### config.mk
export PLATFORM = sky130hd
export DESIGN_NAME = pattern_decoder_ad974x
export DESIGN_NICKNAME = d
export VERILOG_FILES = /design/src/rtl/pattern_decoder_ad974x.sv
export SDC_FILE = /design/constraint.sdc
export NUM_CORES = 1
export LEC_CHECK = 0
export ABC_AREA = 1
export CAP_MARGIN = 0
export CORE_MARGIN = 3
export CORE_UTILIZATION = 25
export CTS_BUF_LIST = sky130_fd_sc_hd__clkbuf_8
export DETAILED_ROUTE_END_ITERATION = 10
export GPL_ROUTABILITY_DRIVEN = 0
export HOLD_SLACK_MARGIN = 0.08
export PLACE_DENSITY = 0.44
export RECOVER_POWER = 50
export SKIP_CTS_REPAIR_TIMING = 1
export SYNTH_ARGS = -nofsm -noshare
export SYNTH_HDL_FRONTEND = slang
export SYNTH_SLANG_ARGS = --single-unit
### constraint.sdc
create_clock -name clk -period 8.2 [get_ports clk]
set_input_delay 1.64 -clock clk [delete_from_list [all_inputs] [get_ports clk]]
set_output_delay 1.64 -clock clk [all_outputs]
set_load 0.05 [all_outputs]
### src/rtl/pattern_decoder_ad974x.sv
// ---------------------------------------------------------------------------
// pattern_decoder_ad974x
//
// Receive side of the PWM/DAC pattern loopback. Digitized waveform samples
// (ADC capture of the DAC output) are thresholded into a bit line. Pattern
// frames are then recovered from that line: the bit values, the pattern length
// and a running frame count. The block is used for loopback self-test of the
// DDS path.
//
// Build option:
//   PATDEC_HYST_EN  defined   -> comparator with hysteresis (thr_hi / thr_lo)
//                   undefined -> single threshold thr_hi; thr_lo is ignored
//
// Ports:
//   clk, rst     system clock; asynchronous active-high reset
//   dec_en       decoder enable. Low forces IDLE on the next cycle.
//   adc_data     unsigned ADC sample, one per clk
//   thr_hi       high threshold
//   thr_lo       low threshold (hysteresis build only)
//   duty_num     clk cycles per pattern bit (0 behaves as 1)
//   gap_min      low-run length in cycles that terminates a frame
//   pulse_num    number of frames to capture; 0 means run continuously
//   pat_out      recovered pattern; bit0 is the first received bit
//   pat_len      index of the last '1' plus 1
//   frame_cnt    frames decoded since enable; wraps from 255 to 0
//   frame_valid  1-cycle pulse when pat_out/pat_len/err_ovf update
//   err_ovf      frame carried more than _PAT_WIDTH bits up to its last '1'
//   busy         high while the FSM is not IDLE
//   done         1-cycle pulse after pulse_num frames have been captured
//   state_dbg    current FSM state, for observation only
//
// Handshake: there is no backpressure. frame_valid and done are single-cycle
// strobes that qualify the output registers. A consumer must take the outputs
// in the strobe cycle. pat_out/pat_len/err_ovf then hold until the next strobe.
// ---------------------------------------------------------------------------
module pattern_decoder_ad974x #(
  parameter int _ADC_WIDTH = 8,
  parameter int _PAT_WIDTH = 8
) (
  input  logic                  clk,
  input  logic                  rst,
  input  logic                  dec_en,
  input  logic [_ADC_WIDTH-1:0] adc_data,
  input  logic [_ADC_WIDTH-1:0] thr_hi,
  input  logic [_ADC_WIDTH-1:0] thr_lo,
  input  logic [7:0]            duty_num,
  input  logic [15:0]           gap_min,
  input  logic [7:0]            pulse_num,
  output logic [_PAT_WIDTH-1:0] pat_out,
  output logic [7:0]            pat_len,
  output logic [7:0]            frame_cnt,
  output logic                  frame_valid,
  output logic                  err_ovf,
  output logic                  busy,
  output logic                  done,
  output logic [2:0]            state_dbg
);

  typedef enum logic [2:0] {
    S_IDLE      = 3'd0,
    S_ARM       = 3'd1,
    S_WAIT_EDGE = 3'd2,
    S_RECV      = 3'd3,
    S_FIN       = 3'd4
  } state_t;

  localparam int         IDX_W  = (_PAT_WIDTH > 1) ? $clog2(_PAT_WIDTH) : 1;
  localparam logic [7:0] PAT_W8 = 8'(_PAT_WIDTH);

  state_t state, state_n;

  // -------------------------------------------------------------------------
  // Front end: sample register, then registered comparator (2 clk latency)
  // -------------------------------------------------------------------------
  logic [_ADC_WIDTH-1:0] adc_q;
  logic                  cmp_next;
  logic                  bit_q;
  logic                  bit_d;
  logic [15:0]           lowrun;

`ifdef PATDEC_HYST_EN
  // Between the thresholds the line keeps its previous level, so noise
  // inside the band cannot create edges.
  always_comb begin
    cmp_next = bit_q;
    if (adc_q >= thr_hi) begin
      cmp_next = 1'b1;
    end else if (adc_q < thr_lo) begin
      cmp_next = 1'b0;
    end
  end
`else
  logic unused_thr_lo;
  assign unused_thr_lo = ^thr_lo;
  assign cmp_next      = (adc_q >= thr_hi);
`endif

  always_ff @(posedge clk or posedge rst) begin
    if (rst) begin
      adc_q  <= '0;
      bit_q  <= 1'b0;
      bit_d  <= 1'b0;
      lowrun <= '0;
    end else begin
      adc_q <= adc_data;
      bit_q <= cmp_next;
      bit_d <= bit_q;
      if (bit_q) begin
        lowrun <= '0;
      end else if (lowrun != 16'hFFFF) begin
        lowrun <= lowrun + 16'd1;
      end
    end
  end

  // -------------------------------------------------------------------------
  // Decoder working registers
  // -------------------------------------------------------------------------
  logic [7:0]            phase;
  logic [7:0]            bit_idx;
  logic [7:0]            last_one;
  logic [_PAT_WIDTH-1:0] shift_q;
  logic                  wait_drop;

  logic [7:0]            duty_eff;
  logic [7:0]            half;
  logic                  rise;
  logic                  gap_hit;
  logic [7:0]            frame_cnt_inc;
  logic                  last_frame;
  logic                  start_run;
  logic                  edge_start;
  logic                  recv_step;
  logic                  sample_now;
  logic                  capture;
  logic [IDX_W-1:0]      idx_lo;
  logic [_PAT_WIDTH-1:0] mask;

  assign duty_eff      = (duty_num == 8'd0) ? 8'd1 : duty_num;
  assign half          = duty_eff >> 1;
  assign rise          = bit_q & ~bit_d;
  assign gap_hit       = (lowrun >= gap_min);
  assign frame_cnt_inc = frame_cnt + 8'd1;
  assign last_frame    = (pulse_num != 8'd0) && (frame_cnt_inc == pulse_num);
  assign idx_lo        = bit_idx[IDX_W-1:0];

  // A completed run (FIN) blocks restart until dec_en has been seen low.
  assign start_run  = (state == S_IDLE) && dec_en && !wait_drop;
  assign edge_start = (state == S_WAIT_EDGE) && dec_en && rise;
  assign capture    = (state == S_RECV) && dec_en && gap_hit;
  assign recv_step  = (state == S_RECV) && dec_en && !gap_hit;

  // In the first RECV cycle phase is 0 and bit_d holds the line value at the
  // edge cycle. Sampling bit_d at phase == duty/2 therefore lands exactly
  // duty/2 cycles into each bit, and this also holds for duty 1 and 2.
  assign sample_now = recv_step && (phase == half);

  // Keep only bits [last_one:0]; an overflowed frame keeps the whole register.
  always_comb begin
    mask = '0;
    for (int i = 0; i < _PAT_WIDTH; i++) begin
      mask[i] = (8'(i) <= last_one);
    end
  end

  // -------------------------------------------------------------------------
  // FSM: state register + next-state logic
  // -------------------------------------------------------------------------
  always_ff @(posedge clk or posedge rst) begin
    if (rst) begin
      state <= S_IDLE;
    end else begin
      state <= state_n;
    end
  end

  always_comb begin
    state_n = state;
    if (!dec_en) begin
      state_n = S_IDLE;
    end else begin
      case (state)
        S_IDLE: begin
          if (!wait_drop) state_n = S_ARM;
        end
        S_ARM: begin
          // A start only counts after a full inter-frame gap, so a partial
          // frame already in flight at enable time is skipped.
          if (gap_hit) state_n = S_WAIT_EDGE;
        end
        S_WAIT_EDGE: begin
          if (rise) state_n = S_RECV;
        end
        S_RECV: begin
          if (gap_hit) state_n = last_frame ? S_FIN : S_WAIT_EDGE;
        end
        S_FIN: begin
          state_n = S_IDLE;
        end
        default: begin
          state_n = S_IDLE;
        end
      endcase
    end
  end

  assign busy      = (state != S_IDLE);
  assign state_dbg = state;

  // -------------------------------------------------------------------------
  // Datapath and output registers
  // -------------------------------------------------------------------------
  always_ff @(posedge clk or posedge rst) begin
    if (rst) begin
      phase       <= '0;
      bit_idx     <= '0;
      last_one    <= '0;
      shift_q     <= '0;
      wait_drop   <= 1'b0;
      pat_out     <= '0;
      pat_len     <= '0;
      frame_cnt   <= '0;
      frame_valid <= 1'b0;
      err_ovf     <= 1'b0;
      done        <= 1'b0;
    end else begin
      frame_valid <= 1'b0;
      done        <= 1'b0;

      if (!dec_en) begin
        wait_drop <= 1'b0;
      end else if (state == S_FIN) begin
        wait_drop <= 1'b1;
      end

      if (start_run) begin
        frame_cnt <= '0;
      end

      if (edge_start) begin
        phase    <= '0;
        bit_idx  <= '0;
        last_one <= '0;
        shift_q  <= '0;
      end

      if (recv_step) begin
        phase <= (phase == duty_eff - 8'd1) ? 8'd0 : phase + 8'd1;
      end

      if (sample_now) begin
        if (bit_idx < PAT_W8) begin
          shift_q[idx_lo] <= bit_d;
        end
        if (bit_d) begin
          last_one <= bit_idx;
        end
        if (bit_idx != 8'hFF) begin
          bit_idx <= bit_idx + 8'd1;
        end
      end

      if (capture) begin
        pat_out     <= shift_q & mask;
        pat_len     <= last_one + 8'd1;
        err_ovf     <= (last_one >= PAT_W8);
        frame_cnt   <= frame_cnt_inc;
        frame_valid <= 1'b1;
      end

      if ((state == S_FIN) && dec_en) begin
        done <= 1'b1;
      end
    end
  end

endmodule
* Word-level counts from Yosys, hierarchy flattened
Cells that the tools add are included.
** Operators by class
- Bitwise gates (word level) :: 3
- Reductions and logical operators :: 21
- $add $sub $neg :: 6
- Order comparisons :: 14
- Equal/unequal tests :: 14
- Muxes and demuxes :: 31
** Operator list (number)
- $mux W8 :: 15
- $add A8 B1 Y8 const B :: 4
- $le A3 B8 Y1 const A :: 4
- $mux W16 :: 2
- $mux W3 :: 6
- $add A16 B1 Y16 const B :: 1
- $eq A8 B8 Y1 :: 2
- $ge A16 B16 Y1 :: 1
- $le A1 B8 Y1 const A :: 2
- $le A2 B8 Y1 const A :: 2
- $ne A16 B16 Y1 const B :: 1
- $ne A3 B3 Y1 const B :: 4
- $pmux W3 S4 :: 1
- $logic_and A1 B1 Y1 :: 11
- $and A8 B8 Y8 :: 1
- $bwmux W8 :: 1
- $eq A8 B7 Y1 :: 1
- $ge A8 B4 Y1 const B :: 1
- $ge A8 B8 Y1 :: 1
- $logic_not A8 Y1 :: 1
- $lt A8 B4 Y1 const B :: 1
- $ne A8 B8 Y1 const B :: 1
- $reduce_bool A8 Y1 :: 1
- $sub A8 B1 Y8 const B :: 1
- other kinds (15) :: 23
** Storage, ports and cells
- Input bits :: 59
- Logic and storage cells :: 105
- Output and inout bits :: 31
- Register bits after elaboration :: 89

* Logic depth before layout (Yosys ltp)
- Depth in word-level cells :: 7
- Gate-level depth with buffers :: 16
- Depth with buffers taken out :: 15

* Worst setup path before layout
Ideal clock, no wire load.
- Kind :: input to register
- Start point :: in duty_num[0]
- End point :: reg phase[0]
- Data arrival time :: 3.079 ns
- Slack :: 5.003 ns
- Stages :: 14
- Buffers on the path :: 0
- Data required time :: 8.082 ns
- Setup time :: 0.118 ns
- Cell sequence :: inv_1 nand2_1 nor2_1 nand2_1 nand2_1 inv_2 ha_1 xnor2_1 xor2_1 nand2_1 nor2_1 nand2_2 nand3_1 nand2_1
** On the way
- Cells in the longest elaborated chain, start to end :: 6
** Ends and longest elaborated chain
- start, declared :: line 46 : input logic [7:0] duty_num,
- $logic_not A8 Y1 :: line 139 : assign duty_eff = (duty_num == 8'd0) ? 8'd1 : duty_num;
- $mux W8 (*) :: line 139
- $sub A8 B1 Y8 (*) :: line 248 : phase <= (phase == duty_eff - 8'd1) ? 8'd0 : phase + 8'd1;
- $eq A8 B8 Y1 (*) :: line 248
- $mux W8 (*) :: line 248
- $mux W8 (*) :: line 247 : if (recv_step) begin
- end signal, assigned :: line 248
- end, declared :: line 119 : logic [7:0] phase;
Mark *: on every way between the ends. The rest lies on a longest branch, timed or not.
A chain may end at the register's enable or synchronous reset.

* Worst setup path in the final report
- Start point :: in gap_min[15]
- End point :: reg last_one[0]
** On the way
- Cells in the longest elaborated chain, start to end :: 5
** Ends and longest elaborated chain
- start, declared :: line 47 : input logic [15:0] gap_min,
- $ge A16 B16 Y1 :: line 142 : assign gap_hit = (lowrun >= gap_min);
- $logic_not A1 Y1 :: line 151 : assign recv_step = (state == S_RECV) && dec_en && !gap_hit;
- $logic_and A1 B1 Y1 :: line 151
- $logic_and A1 B1 Y1 :: line 156 : assign sample_now = recv_step && (phase == half);
- $mux W8 :: line 251 : if (sample_now) begin
- end signal, assigned :: line 256 : last_one <= bit_idx;
- end, declared :: line 121 : logic [7:0] last_one;
Every way passes these cells.

==> reports/results.txt <==
Setup TNS Final: 0 ns
final wirelength: 14900 um
CP endpoint kind: register
clock buffer depth: 2
clock skew: 0.0149 ns
clk_lat worst skew: 0.37 ns
Crit path largest cell delay: 0.52 ns
post-synthesis cell type count: 44
wire length of the first global-routing pass: 25600 um
Synth top cells by count: 225 x nand2_1, 102 x inv_1, 89 x dfrtp_1, 57 x nand3_1, 53 x nor2_1
Fin. Hold Viols: 0
RSZ-0062 raised after global routing: no
Seq cells post-synth: 89
critical path startpoint category: input pin
Non-Filler Instances: 1186
syn nets: 885
violation count after the first detailed-routing iteration: 226
die width: 160 um
Root Buffer: clkbuf_8
Async SR Flop Fraction: 100%
I/O Pins: 90
Vias: 5121
Avg Vias per Cell: 4.32
r2r startpoint: lowrun[9]$_DFFE_PP0P_
hold path start: shift_q[0]$_DFF_PP0_
Mean Syn Cell Area: 7.45 um^2
Setup-failing EPs final: 0
number of global-route vias before repair: 5045
Hold Path End: pat_out[0]$_DFFE_PP0P_
row count: 55
Antenna Cells: 0
P_leak: 3.36 nW
Crit-path slowest cell: buf_4
status: complete, no violations
dominant cell type by area after synthesis: dfrtp_1
Area growth syn-to-layout: 21.7%
number of synthesized flops with an enable pin: 0
initial antenna violation count: 0
# DRC: 0
CTS Sinks: 89
Tot GR Track Use: 12.1%
Hold Crit Depth: 2
CP arrival: 4.10 ns
Final Cycle Share: 46.4%
required time of the worst setup path: 8.49 ns
Tmin final: 3.80 ns
post-DR wirelength/cell: 12.6 um
Die Height: 160 um
clock buffer count from CTS: 9
Power Density: 143 nW/um^2
DIE AREA: 25600 um^2
placed cells: 1171
Synth Instances: 794
top-count cell post-synth: nand2_1
# nets final: 960
CTS tree: done
Max Cap Viol: 0
Worst-Margin Slew: 1.23 ns
R2R cell count: 11
mapped cell area: 5920 um^2
Final ANT Viol Nets: 0
post-synth top area share: 37.6%
largest net degree at the start of global routing: 65
R2R Path End: last_one[0]$_DFF_PP0_
Top FF cell, synth: dfrtp_1
effective utilization at floorplan: 25.8%
post-DP HPWL: 11000 um
Clock transition at path regs: 0.09 ns
max-slew violations: 0
Port Buffer Count: 81
Max IR drop VDD: 0.0696 mV
Slew HR: 17.3%
worst-path maximum fanout: 47
number of fill cells in the layout: 2463
post-route total power: 1.03 mW
Setup crit start: gap_min[15]
synth warn: 0
CORE AREA: 22900 um^2
cells along the critical path: clkdlybuf4s50_1 > inv_1 > ha_1 > nand2_1 > inv_1 > nand3_1 > a21oi_1 > nor2_2 > nand4_4 > nor2_4 > buf_4 > nand2_1 > o21ai_2
max frequency: 0.263 GHz
CP Class: input pin to register
synth top area cells: dfrtp_1 38%, nand2_1 14%, ha_1 6.8%
H-tree depth: 3
TritonRoute pass-1 iters: 5
total congestion overflow: 0
share of cells above drive strength 1: 7.67%
R2R Setup Slk: 5.71 ns
post-synthesis sequential area ratio: 37.6%
worst min path class: register to register
==> registers in the layout, indices dropped and copies added (netlist names) <==
register,flops
last_one,8
frame_cnt,8
shift_q,8
bit_d,1
pat_len,8
pat_out,8
err_ovf,1
adc_q,8
done,1
bit_idx,8
state_dbg,3
phase,8
lowrun,16
frame_valid,1
bit_q,1
wait_drop,1
==> worst max path at each step <==
stage / to / slack, ns / cells past startpoint
after floorplan: adc_q[0]$_DFF_PP0_ / 4.25 / 1
after detailed placement: shift_q[3]$_DFF_PP0_ / 3.99 / 15
after global placement: bit_idx[6]$_DFF_PP0_ / 3.99 / 15
after CTS: last_one[0]$_DFF_PP0_ / 4.40 / 15
final: last_one[0]$_DFF_PP0_ / 4.40 / 13
after global routing: shift_q[1]$_DFF_PP0_ / 4.17 / 10
==> critical path, delay by kind of cell <==
| kind | cells | cell delay (ns) |
|---|---|---|
| fa+ha+maj | 1 | 0.30 |
| buf+inv | 4 | 1.07 |
| compound gates | 2 | 0.14 |
| simple gates | 6 | 0.92 |
==> cells by family after synthesis <==
| logic type | share of synthesized area (%) |
|---|---|
| and+or+nand+nor | 29.7 |
| buffers and inverters | 9.13 |
| AOI/OAI and AO/OA | 12.1 |
| DFF | 37.6 |
| adders and majority gates | 6.77 |
| xor gates and xnor gates | 4.61 |
==> stage by stage <==
| stage | setup slack [ns] | hold slack, ns | utilization, % | instance area [um^2] |
|---|---|---|---|---|
| 6_report | 4.40 | 0.495 | 31.4 | 7200 |
| 5_1_grt | 4.17 | 0.539 | 31.4 | 7200 |
| 4_1_cts | 4.40 | 0.506 | 31.5 | 7210 |
| 3_5_place_dp | 3.99 | 0.483 | 30.6 | 7010 |
| 3_3_place_gp | 3.99 | 0.473 | 30.6 | 7010 |
| 2_1_floorplan | 4.25 | 0.410 | - | 5920 |
==> layout make-up <==
class / instances / area, um^2 / share of cell area [%]
flip-flops and latches: 89 / 2230 / 30.9
repair buffers: 84 / 833 / 11.6
clock inverters: 4 / 52.6 / 0.730
multi-input cells: 577 / 3140 / 43.6
well taps: 313 / 392 / 5.44
clock buffers: 11 / 151 / 2.10
inverters: 108 / 408 / 5.66
==> layer usage <==
metal	routed length (um)	global-route usage, %
met2	6910	19.8
met1	7380	16.4
met4	135	2.96
met5	0	0
met3	470	2.41
==> power by group <==
group	internal [mW]	switching, mW
clock network	0.157	0.168
registers	0.458	0.0321
logic	0.0828	0.130
==> layout by cell type (no fill, tap or decap), types with 14 or more instances in the layout <==
cell | synthesis | final
a21oi_1 | 18 | 18
clkdlybuf4s50_1 | 0 | 70
dfrtp_1 | 89 | 89
ha_1 | 32 | 32
inv_1 | 102 | 101
nand2_1 | 225 | 226
nand3_1 | 57 | 57
nand4_1 | 14 | 14
nor2_1 | 53 | 54
nor3_1 | 22 | 22
o21ai_0 | 45 | 45
o21ai_2 | 23 | 23
xor2_1 | 20 | 20
No activity file was read; power rests on OpenSTA's default activity.
